===== config.mk =====
export PLATFORM = sky130hd
export DESIGN_NAME = ib_lut_page_loader_flat
export DESIGN_NICKNAME = d
export VERILOG_FILES = /design/src/rtl/ib_lut_page_loader_if.sv /design/src/rtl/ib_lut_page_loader.sv /design/src/flat_wrapper.sv
export SDC_FILE = /design/constraint.sdc
export NUM_CORES = 1
export LEC_CHECK = 0
export BUFFER_PORTS_ARGS = -buffer_cell sky130_fd_sc_hd__buf_4
export CAP_MARGIN = 10
export CORE_MARGIN = 2
export CORE_UTILIZATION = 45
export CTS_CLUSTER_DIAMETER = 200
export CTS_CLUSTER_SIZE = 25
export DETAILED_ROUTE_END_ITERATION = 12
export PLACE_DENSITY = 0.81
export SYNTH_ARGS = -nofsm -noshare
export SYNTH_HDL_FRONTEND = slang
export SYNTH_SLANG_ARGS = --single-unit

===== constraint.sdc =====
create_clock -name write_clk -period 3.8 [get_ports write_clk]
set_input_delay 0.19 -clock write_clk [delete_from_list [all_inputs] [get_ports write_clk]]
set_output_delay 0.19 -clock write_clk [all_outputs]
set_load 0.005 [all_outputs]

===== src/rtl/ib_lut_page_loader_if.sv =====
// Write-side bus between the upstream LUT source, the page loader and the IB-CNU RAM.
// The master modport belongs to the upstream controller; the loader uses the slave modport.
interface ib_lut_page_loader_if #(
  parameter int unsigned ENTRY_ADDR      = 4,
  parameter int unsigned MULTI_FRAME_NUM = 2,
  parameter int unsigned BANK_NUM        = 2,
  parameter int unsigned LUT_PORT_SIZE   = 2,
  parameter int unsigned MAX_ITER        = 8
);
  localparam int unsigned FB = $clog2(MULTI_FRAME_NUM);
  localparam int unsigned DW = LUT_PORT_SIZE * BANK_NUM;
  localparam int unsigned IW = $clog2(MAX_ITER);

  logic                  start_load;
  logic [FB-1:0]         frame_sel;
  logic [DW-1:0]         lut_data_in;
  logic                  lut_valid_in;
  logic                  lut_ready_out;
  logic [ENTRY_ADDR-1:0] page_addr_ram;
  logic [DW-1:0]         ram_write_data_1;
  logic                  ib_ram_we;
  logic                  busy;
  logic                  load_done;
  logic [IW-1:0]         iter_cnt;

  modport master (
    output start_load, frame_sel, lut_data_in, lut_valid_in,
    input  lut_ready_out, page_addr_ram, ram_write_data_1, ib_ram_we, busy, load_done, iter_cnt
  );

  modport slave (
    input  start_load, frame_sel, lut_data_in, lut_valid_in,
    output lut_ready_out, page_addr_ram, ram_write_data_1, ib_ram_we, busy, load_done, iter_cnt
  );
endinterface


===== src/rtl/ib_lut_page_loader.sv =====
// Streams one frame's worth of LUT pages into the IB-CNU RAM, one page per accepted beat,
// with a registered write port trailing each acceptance by a single cycle.
module ib_lut_page_loader #(
  parameter int unsigned ENTRY_ADDR      = 4,
  parameter int unsigned MULTI_FRAME_NUM = 2,
  parameter int unsigned BANK_NUM        = 2,
  parameter int unsigned LUT_PORT_SIZE   = 2,
  parameter int unsigned MAX_ITER        = 8
) (
  input  logic                 write_clk,
  input  logic                 rstn,
  ib_lut_page_loader_if.slave  bus
);
  localparam int unsigned FB       = $clog2(MULTI_FRAME_NUM);
  localparam int unsigned PW       = ENTRY_ADDR - FB;
  localparam int unsigned PAGE_NUM = 2 ** PW;
  localparam int unsigned DW       = LUT_PORT_SIZE * BANK_NUM;
  localparam int unsigned IW       = $clog2(MAX_ITER);

  localparam logic [PW-1:0] LastPage = PW'(PAGE_NUM - 1);
  localparam logic [IW-1:0] LastIter = IW'(MAX_ITER - 1);

  typedef enum logic [1:0] {StIdle, StLoad, StDone} state_e;

  state_e                state_q;
  logic [FB-1:0]         frame_q;
  logic [PW-1:0]         page_q;
  logic [ENTRY_ADDR-1:0] addr_q;
  logic [DW-1:0]         data_q;
  logic                  we_q;
  logic                  busy_q;
  logic                  done_q;
  logic [IW-1:0]         iter_q;

  always_ff @(posedge write_clk) begin
    if (!rstn) begin
      state_q <= StIdle;
      frame_q <= '0;
      page_q  <= '0;
      addr_q  <= '0;
      data_q  <= '0;
      we_q    <= 1'b0;
      busy_q  <= 1'b0;
      done_q  <= 1'b0;
      iter_q  <= '0;
    end else begin
      // Write strobe and done flag are single-cycle pulses unless re-asserted below.
      we_q   <= 1'b0;
      done_q <= 1'b0;
      unique case (state_q)
        StIdle: begin
          if (bus.start_load) begin
            frame_q <= bus.frame_sel;
            page_q  <= '0;
            busy_q  <= 1'b1;
            state_q <= StLoad;
          end
        end
        StLoad: begin
          if (bus.lut_valid_in) begin
            we_q   <= 1'b1;
            addr_q <= {frame_q, page_q};
            data_q <= bus.lut_data_in;
            page_q <= page_q + PW'(1);
            if (page_q == LastPage) begin
              busy_q  <= 1'b0;
              done_q  <= 1'b1;
              iter_q  <= (iter_q == LastIter) ? '0 : iter_q + IW'(1);
              state_q <= StDone;
            end
          end
        end
        StDone: begin
          state_q <= StIdle;
        end
        default: begin
          state_q <= StIdle;
        end
      endcase
    end
  end

  assign bus.lut_ready_out    = (state_q == StLoad);
  assign bus.page_addr_ram    = addr_q;
  assign bus.ram_write_data_1 = data_q;
  assign bus.ib_ram_we        = we_q;
  assign bus.busy             = busy_q;
  assign bus.load_done        = done_q;
  assign bus.iter_cnt         = iter_q;
endmodule


===== src/flat_wrapper.sv =====
// flat-port wrapper written by rule: the top's interface ports become plain ports
module ib_lut_page_loader_flat 
#(
  parameter int unsigned ENTRY_ADDR      = 4,
  parameter int unsigned MULTI_FRAME_NUM = 2,
  parameter int unsigned BANK_NUM        = 2,
  parameter int unsigned LUT_PORT_SIZE   = 2,
  parameter int unsigned MAX_ITER        = 8
)
  (write_clk, rstn, bus_start_load, bus_frame_sel, bus_lut_data_in, bus_lut_valid_in, bus_lut_ready_out, bus_page_addr_ram, bus_ram_write_data_1, bus_ib_ram_we, bus_busy, bus_load_done, bus_iter_cnt);
  ib_lut_page_loader_if #(.ENTRY_ADDR(ENTRY_ADDR), .MULTI_FRAME_NUM(MULTI_FRAME_NUM), .BANK_NUM(BANK_NUM), .LUT_PORT_SIZE(LUT_PORT_SIZE), .MAX_ITER(MAX_ITER)) bus_i ();
  input  logic write_clk;
  input  logic rstn;
  input wire logic [$bits(bus_i.start_load)-1:0] bus_start_load;
  input wire logic [$bits(bus_i.frame_sel)-1:0] bus_frame_sel;
  input wire logic [$bits(bus_i.lut_data_in)-1:0] bus_lut_data_in;
  input wire logic [$bits(bus_i.lut_valid_in)-1:0] bus_lut_valid_in;
  output wire logic [$bits(bus_i.lut_ready_out)-1:0] bus_lut_ready_out;
  output wire logic [$bits(bus_i.page_addr_ram)-1:0] bus_page_addr_ram;
  output wire logic [$bits(bus_i.ram_write_data_1)-1:0] bus_ram_write_data_1;
  output wire logic [$bits(bus_i.ib_ram_we)-1:0] bus_ib_ram_we;
  output wire logic [$bits(bus_i.busy)-1:0] bus_busy;
  output wire logic [$bits(bus_i.load_done)-1:0] bus_load_done;
  output wire logic [$bits(bus_i.iter_cnt)-1:0] bus_iter_cnt;
  assign bus_i.start_load = bus_start_load;
  assign bus_i.frame_sel = bus_frame_sel;
  assign bus_i.lut_data_in = bus_lut_data_in;
  assign bus_i.lut_valid_in = bus_lut_valid_in;
  assign bus_lut_ready_out = bus_i.lut_ready_out;
  assign bus_page_addr_ram = bus_i.page_addr_ram;
  assign bus_ram_write_data_1 = bus_i.ram_write_data_1;
  assign bus_ib_ram_we = bus_i.ib_ram_we;
  assign bus_busy = bus_i.busy;
  assign bus_load_done = bus_i.load_done;
  assign bus_iter_cnt = bus_i.iter_cnt;
  ib_lut_page_loader #(.ENTRY_ADDR(ENTRY_ADDR), .MULTI_FRAME_NUM(MULTI_FRAME_NUM), .BANK_NUM(BANK_NUM), .LUT_PORT_SIZE(LUT_PORT_SIZE), .MAX_ITER(MAX_ITER)) u_core (.write_clk(write_clk), .rstn(rstn), .bus(bus_i));
endmodule

Word level (Yosys, flattened, before mapping)
Index checks and enable logic that the tools add are counted.
{ "totals": {"register_bits": 20, "latchBits": 0, "ram_bits": 0, "romBits": 0, "in_bits": 9, "out_inout_bits": 15, "wordCells": 41, "memories": 0} }
{ "op_classes": {"addsub": 2, "mul": 0, "div": 0, "n_lt_le_gt_ge": 0, "n_eq_ne": 6, "n_shift": 0, "mux": 14, "bitwise_logic": 0, "reduce_logical": 10} }
{ "ops": {"columns": ["cell", "n"], "rows": [
  ["$reduce_and 3->1", 4],
  ["$mux 3", 3],
  ["$add 3x1->3 const B", 2],
  ["$eq 3x3->1 const B", 2],
  ["$mux 2", 3],
  ["$pmux 3 s2", 1],
  ["$reduce_and 2->1", 3],
  ["$mux 1", 5],
  ["$ne 2x2->1 const B", 2],
  ["$pmux 2 s2", 1],
  ["$reduce_and 4->1", 1],
  ["$eq 2x1->1 const B", 1],
  ["$logic_not 2->1", 1],
  ["$ne 2x1->1 const B", 1],
  ["$pmux 1 s2", 1],
  ["$reduce_bool 2->1", 1]
]} }

Depth between registers and ports, before layout
Gate-level depths: netlist (run 1).
{ "depth": {"word_depth": 4, "depth_mapped": 5, "ltp_nobuf": 5} }

Worst setup path after synthesis (run 1)
OpenSTA, ideal clock, no wires.
{ "synth_path": {"path_kind": "register -> register", "start": "register u_core.page_q[0]", "end": "register u_core.iter_q[0] (netlist: u_core.bus.iter_cnt[0])", "setup_ps": 69, "arrival_time_ps": 1294, "t_required_ps": 3731, "setup_slack_ps": 2437, "stages_incl_launch_ff": 6, "path_buffers": 0, "period_less_slack_ps": 1363, "path_cell_list": "dfxtp_1 ha_1 ha_1 nand4b_4 or3_1 a21oi_2"} }
{ "synth_via": {"elab_chain_len": 2} }
{ "synth_lines": {"columns": ["element", "line_no", "rtl"], "rows": [
  ["start, declared", "ib_lut_page_loader.sv:27", "logic [PW-1:0] page_q;"],
  ["start signal, assigned", "ib_lut_page_loader.sv:64", "page_q <= page_q + PW'(1);"],
  ["$eq 3x3->1", "ib_lut_page_loader.sv:65", "if (page_q == LastPage) begin"],
  ["$reduce_and 3->1 (no line)", null, null],
  ["end signal, assigned", "ib_lut_page_loader.sv:68", "iter_q <= (iter_q == LastIter) ? '0 : iter_q + IW'(1);"],
  ["end, declared", "ib_lut_page_loader.sv:33", "logic [IW-1:0] iter_q;"]
]} }
No other way between the ends.
A chain may end at the register's enable or synchronous reset.

Worst setup path after layout (run 1)
Ends and elaborated chain as after synthesis.

==> results of run 1 <==
## power groups by stage
stage	clock, mW	combinational, mW	sequential (mW)
3_5_place_dp	0	0.0341	0.225
4_1_cts	0.123	0.0343	0.220
6_report	0.120	0.0340	0.220
2_1_floorplan	0	0.0203	0.223
3_3_place_gp	0	0.0333	0.224
5_1_grt	0.131	0.0374	0.221
## final timing paths
path | from | cells past startpoint | endpoint | slack [ns]
worst max-delay path | u_core.page_q[0] | 5 | u_core.bus.iter_cnt[0] | 2.29
worst min register to register | u_core.frame_q | 2 | u_core.bus.page_addr_ram[3] | 0.51
worst min-delay path | bus_lut_data_in[3] | 3 | u_core.bus.ram_write_data_1[3] | 0.12
worst max register to register | u_core.page_q[0] | 5 | u_core.bus.iter_cnt[0] | 2.29
## cell usage after synthesis
cell type	number
nor2_1	13
clkbuf_1	1
nand4b_4	1
a21oi_1	1
ha_1	4
dfxtp_1	20
buf_4	1
o21ai_0	2
a31o_2	1
a32o_1	2
nand3b_1	1
nor2_2	1
or2_1	1
nand3_1	1
nor3_1	2
nor2b_1	2
or3_1	1
clkinv_1	1
a21oi_2	1
o21bai_1	1
nor3b_1	1
nand2_1	2
mux2i_1	12
buf_6	1
## area by class of cell
type	instances	area, sq um	share of cell area [%]
multi-input cells	50	372	36.9
flip-flops and latches	20	400	39.8
inverters	1	3.75	0.373
clock buffers	4	36.3	3.61
well taps	17	21.3	2.11
repair buffers	23	173	17.2
## registers in the layout, summed over array words and instances, names as in the netlist
signal                       count
u_core.bus.busy                  1
u_core.page_q                    3
u_core.frame_q                   1
u_core.state_q                   2
u_core.bus.ram_write_data_1      4
u_core.bus.iter_cnt              3
u_core.bus.ib_ram_we             1
u_core.bus.page_addr_ram         4
u_core.bus.load_done             1
## kinds of logic (layout without fill, tap and decap cells)
logic type | count (synthesis) | count (layout) | synth area share [%]
multiplexers | 12 | 12 | 15.0
adder cells (fa/ha/maj) | 4 | 4 | 6.27
AO/OA/AOI/OAI | 8 | 8 | 7.52
flip-flops | 20 | 20 | 50.2
buffers and inverters | 4 | 28 | 3.29
AND/OR/NAND/NOR | 26 | 26 | 17.7
## metrics by stage
stage,power (mW),cells
finish,0.374,115
global route,0.390,115
CTS,0.378,115
detailed placement,0.259,111
global placement,0.258,111
floorplan,0.243,74
## critical path: stages (launching register included)
cell and delay (ns):
dfxtp_1 0.39, ha_1 0.17, ha_1 0.24, nand4b_4 0.17
or3_1 0.35, a21oi_2 0.11
## layer usage
metal | routed length [microns] | track usage, %
met1 | 640 | 18.8
met2 | 681 | 22.8
met3 | 47 | 3.53
met4 | 41 | 12.0
met5 | 0 | 0
==> run metrics, run 1 <==
Core Util, Final 59.6%; Synth Net Count 87; die extent in x 46.1 microns; Pwr Density 372 nW/um^2; most frequent cells in the layout 23 x buf_4, 20 x dfxtp_1, 13 x nor2_1; post-route cell area 1010 sq um; post_cts resized 0; setup bufs post-CTS 0; layout cell share with drive strength beyond 1 31.6%; combinational share of power 9.1%; worst hold slack 0.119 ns; max-slew violation count 0; post-route ant nets 0; Sequential Power Share 58.8%; residual DRC count 0; largest fanout on the critical path 6; Yosys top cell area share 50.2%; Slew @ Worst Pin 0.600 ns; largest net degree at the start of global routing 19; final worst slack 2.29 ns; Placement Setup Slack 2.31 ns; Setup Skew 0.00927 ns; Avg Inst Size Synth 10.8 sq um; # rows 15; Max IR drop VDD 0.196 mV; CTS Hold Bufs 0; MaxCap Viol Count 0; Initial Util 47.3%; Seq/Total Area, Yosys 50.2%; fmax 662 MHz; DRT iter0 DRCs 2; Syn. warnings 0; final setup violation count 0; placed cell area 970 sq um; Max H-tree Level 1; clk_lat worst skew 0.30 ns; vias in the first global route 501; Switching Power 0.0818 mW; Worst-path clk slew 0.11 ns; Yosys cell types 24; Via Count 594; Required @ worst endpoint 4.02 ns; total global-route track usage 15.3%; Post-Synthesis Cells 74; Clock Path Buffers 2; CP Data Arrival Time 1.73 ns; first-pass GRT wire length 2210 microns; ant diodes 0; area grow syn2layout 26.0%; GPL Wtd Cong 0.667; commonest non-fill, non-tap cell in the layout buf_4; overall routed net length 1410 microns; clock power share 32.1%; Slew HR 59.9%; die area 2130 sq um; DR pass1 iterations 4; clk root buf clkbuf_4; Die H 46.1 microns; fin nets 112; Area contributors post-synth dfxtp_1 50%, mux2i_1 15%, ha_1 6.3%; Post-Syn Area 798 sq um; Fin. Hold Viols 0; cell internal pwr 0.292 mW; flop and latch count out of synthesis 20; PortBufs 23; min Tclk post-route 1.51 ns; CP endpoint kind flop; # IOs 24; Final HPWL DP 1020 microns; unrepaired setup endpoints after global routing false; fill count 144; Sinks on Clock Net 20; type of the tightest min-delay check input port to flop; leading area contributor after synthesis dfxtp_1; crit start category flop; critical path class flop to flop; global route total overflow 0; Net Sw Frac 21.9%; CTS tree built; Lkg Pwr 0.529 nW; Vias/cell 5.17; Core ar. 1690 sq um; antenna violations before repair 0; Tcrit/Tclk final 39.7%; Sum Neg Setup Slack 0 ns; status finished, final reports clean; wire per inst 12.3 microns; TritonCTS Buffers 3
Note: power is estimated with default switching activity, not from simulation.
==> inputs of run 2 (changes only) <==
ABC_AREA = 1   (was unset)
clock period = 1.4 ns   (was 3.8 ns; I/O delays follow)
==> run metrics, run 2 <==
Synth top cells by count 27 x nor2_1, 20 x dfxtp_1, 13 x nand2_1 (was 20 x dfxtp_1, 13 x nor2_1, 12 x mux2i_1); Seq/Total Area, Yosys 50.5% (was 50.2%); Via Count 731 (was 594); Clock Path Buffers 2 (unchanged); critical path class flop to flop (unchanged); crit start category flop (unchanged); first-pass GRT wire length 2760 microns (was 2210 microns); fill count 156 (was 144); largest fanout on the critical path 6 (unchanged); Final HPWL DP 1190 microns (was 1020 microns); max-slew violation count 0 (unchanged); residual DRC count 0 (unchanged); MaxCap Viol Count 0 (unchanged); fin nets 143 (was 112); area grow syn2layout 33.0% (was 26.0%); most frequent cell after synthesis nor2_1 (was dfxtp_1); # rows 15 (unchanged); FF+latch area 400 sq um (unchanged); Core ar. 1690 sq um (unchanged); die area 2110 sq um (was 2130 sq um); flop and latch count out of synthesis 20 (unchanged); ant diodes 0 (unchanged); Lkg Pwr 0.532 nW (was 0.529 nW); Syn. warnings 0 (unchanged); Synth Net Count 114 (was 87); slowest stage delay, CP 0.35 ns (was 0.39 ns); Sinks on Clock Net 20 (unchanged); Worst-path clk slew 0.11 ns (about the same); Tcrit/Tclk final 90.1% (was 39.7%); area of the multi-input gates 337 sq um (was 372 sq um); unrepaired setup endpoints after global routing false (unchanged); Max IR drop VDD 0.697 mV (was 0.196 mV); Main synth FF type dfxtp_1 (unchanged); antenna violations before repair 0 (unchanged); Critical Path Slowest Stage Cell dfxtp_1 (unchanged); Power Total 1.23 mW (was 0.374 mW); post-route ant nets 0 (unchanged); TritonCTS Buffers 3 (unchanged); Max H-tree Level 1 (unchanged); post-route cell area 1050 sq um (was 1010 sq um); fmax 793 MHz (was 662 MHz); overall routed net length 1650 microns (was 1410 microns); clk_lat worst skew 0.30 ns (about the same); final setup violation count 0 (unchanged); Fin. Hold Viols 0 (unchanged); type of the tightest min-delay check input port to flop (unchanged); commonest non-fill, non-tap cell in the layout nor2_1 (was buf_4); placed cell area 972 sq um (was 970 sq um); status finished, final reports clean (unchanged); Sum Neg Setup Slack 0 ns (unchanged); Area contributors post-synth dfxtp_1 50%, nor2_1 13%, o21ai_0 6.9% (was dfxtp_1 50%, mux2i_1 15%, ha_1 6.3%); most frequent cells in the layout 27 x nor2_1, 24 x buf_4, 20 x dfxtp_1 (was 23 x buf_4, 20 x dfxtp_1, 13 x nor2_1); Critical Path, Cell by Cell ha_1, ha_1, nand2_1, inv_1, nor2_1, nor2_1 (was ha_1, ha_1, nand4b_4, or3_1, a21oi_2); min Tclk post-route 1.26 ns (was 1.51 ns); PortBufs 23 (unchanged); Initial Util 47.0% (was 47.3%); Die H 46.0 microns (was 46.1 microns); Pwr Density 1160 nW/um^2 (was 372 nW/um^2); Slew @ Worst Pin 0.267 ns (was 0.600 ns); Post-synth EDFFs 0 (unchanged); Vias/cell 5.01 (was 5.17); DR pass1 iterations 4 (unchanged); FFs w/ async S/R, synth 0% (unchanged); GPL Wtd Cong 0.756 (was 0.667); CTS Hold Bufs 3 (was 0); vias in the first global route 684 (was 501); Required @ worst endpoint 1.61 ns (was 4.02 ns); setup bufs post-CTS 0 (unchanged); CTS tree built (unchanged); total global-route track usage 18.0% (was 15.3%); Post-Synthesis Cells 101 (was 74); wire per inst 11.3 microns (was 12.3 microns); Avg Inst Size Synth 7.85 sq um (was 10.8 sq um); Post-Syn Area 793 sq um (was 798 sq um); layout cell share with drive strength beyond 1 25.6% (was 31.6%); # IOs 24 (unchanged); CP endpoint kind flop (unchanged); die extent in x 46.0 microns (was 46.1 microns); Yosys cell types 17 (was 24); Setup Skew 0.00545 ns (was 0.00927 ns); global route total overflow 0 (unchanged); Slew HR 82.2% (was 59.9%); largest net degree at the start of global routing 14 (was 19); DRT iter0 DRCs 11 (was 2); CP Data Arrival Time 1.47 ns (was 1.73 ns); Yosys top cell area share 50.5% (was 50.2%); clk root buf clkbuf_4 (unchanged); post_cts resized 0 (unchanged); leading area contributor after synthesis dfxtp_1 (unchanged)
run 2: area by class of cell:
type	count	share of cell area [%]
multi-input cells	69	31.9
well taps	17	2.02
inverters	9	3.20
clock inverters	1	2.85
repair buffers	27	19.9
clock buffers	3	2.14
flip-flops and latches	20	38.0
run 2: worst max-delay path, delay by kind of cell (launching register included):
kind                       cells  cell delay (ns)
and+or+nand+nor                3             0.30
buffers and inverters          1             0.09
DFF                            1             0.35
adders and majority gates      2             0.44
run 2: kinds of logic (layout without fill, tap and decap cells):
kind of cell / Yosys count / after routing / share of synthesized area, %
flip-flops: 20 / 20 / 50.5
AND/OR/NAND/NOR: 47 / 47 / 24.0
AO/OA/AOI/OAI: 18 / 18 / 12.1
adder cells (fa/ha/maj): 4 / 4 / 6.31
buffers and inverters: 12 / 40 / 7.10
run 2: layer usage:
metal	GRT usage (%)	routed length, microns
met1	22.7	741
met3	4.76	100
met2	28.3	776
met4	8.57	33
met5	0	0
run 2: metrics by stage:
stage               hold slack (ns)  worst slack (ns)  instances  util (%)
floorplan                     0.205             0.253        101         -
global placement              0.292             0.203        139      57.6
detailed placement            0.306             0.144        139      57.6
CTS                         0.00775             0.134        146      62.4
global route                 0.0140            0.0263        146      62.4
finish                      0.00449             0.139        146      62.4
run 2: report_power, final:
part,total (mW),internal (mW),switching [mW]
Combinational,0.147,0.0748,0.0721
Sequential,0.612,0.596,0.0160
Clock,0.466,0.289,0.177
run 2: final timing paths:
kind	startpoint	slack (ns)	cells past startpoint	to
max	u_core.page_q[0]	0.14	6	u_core.bus.iter_cnt[2]
min reg2reg	u_core.bus.busy	0.47	2	u_core.bus.busy
max reg2reg	u_core.page_q[0]	0.14	6	u_core.bus.iter_cnt[2]
min	bus_lut_data_in[1]	0.004	3	u_core.bus.ram_write_data_1[1]
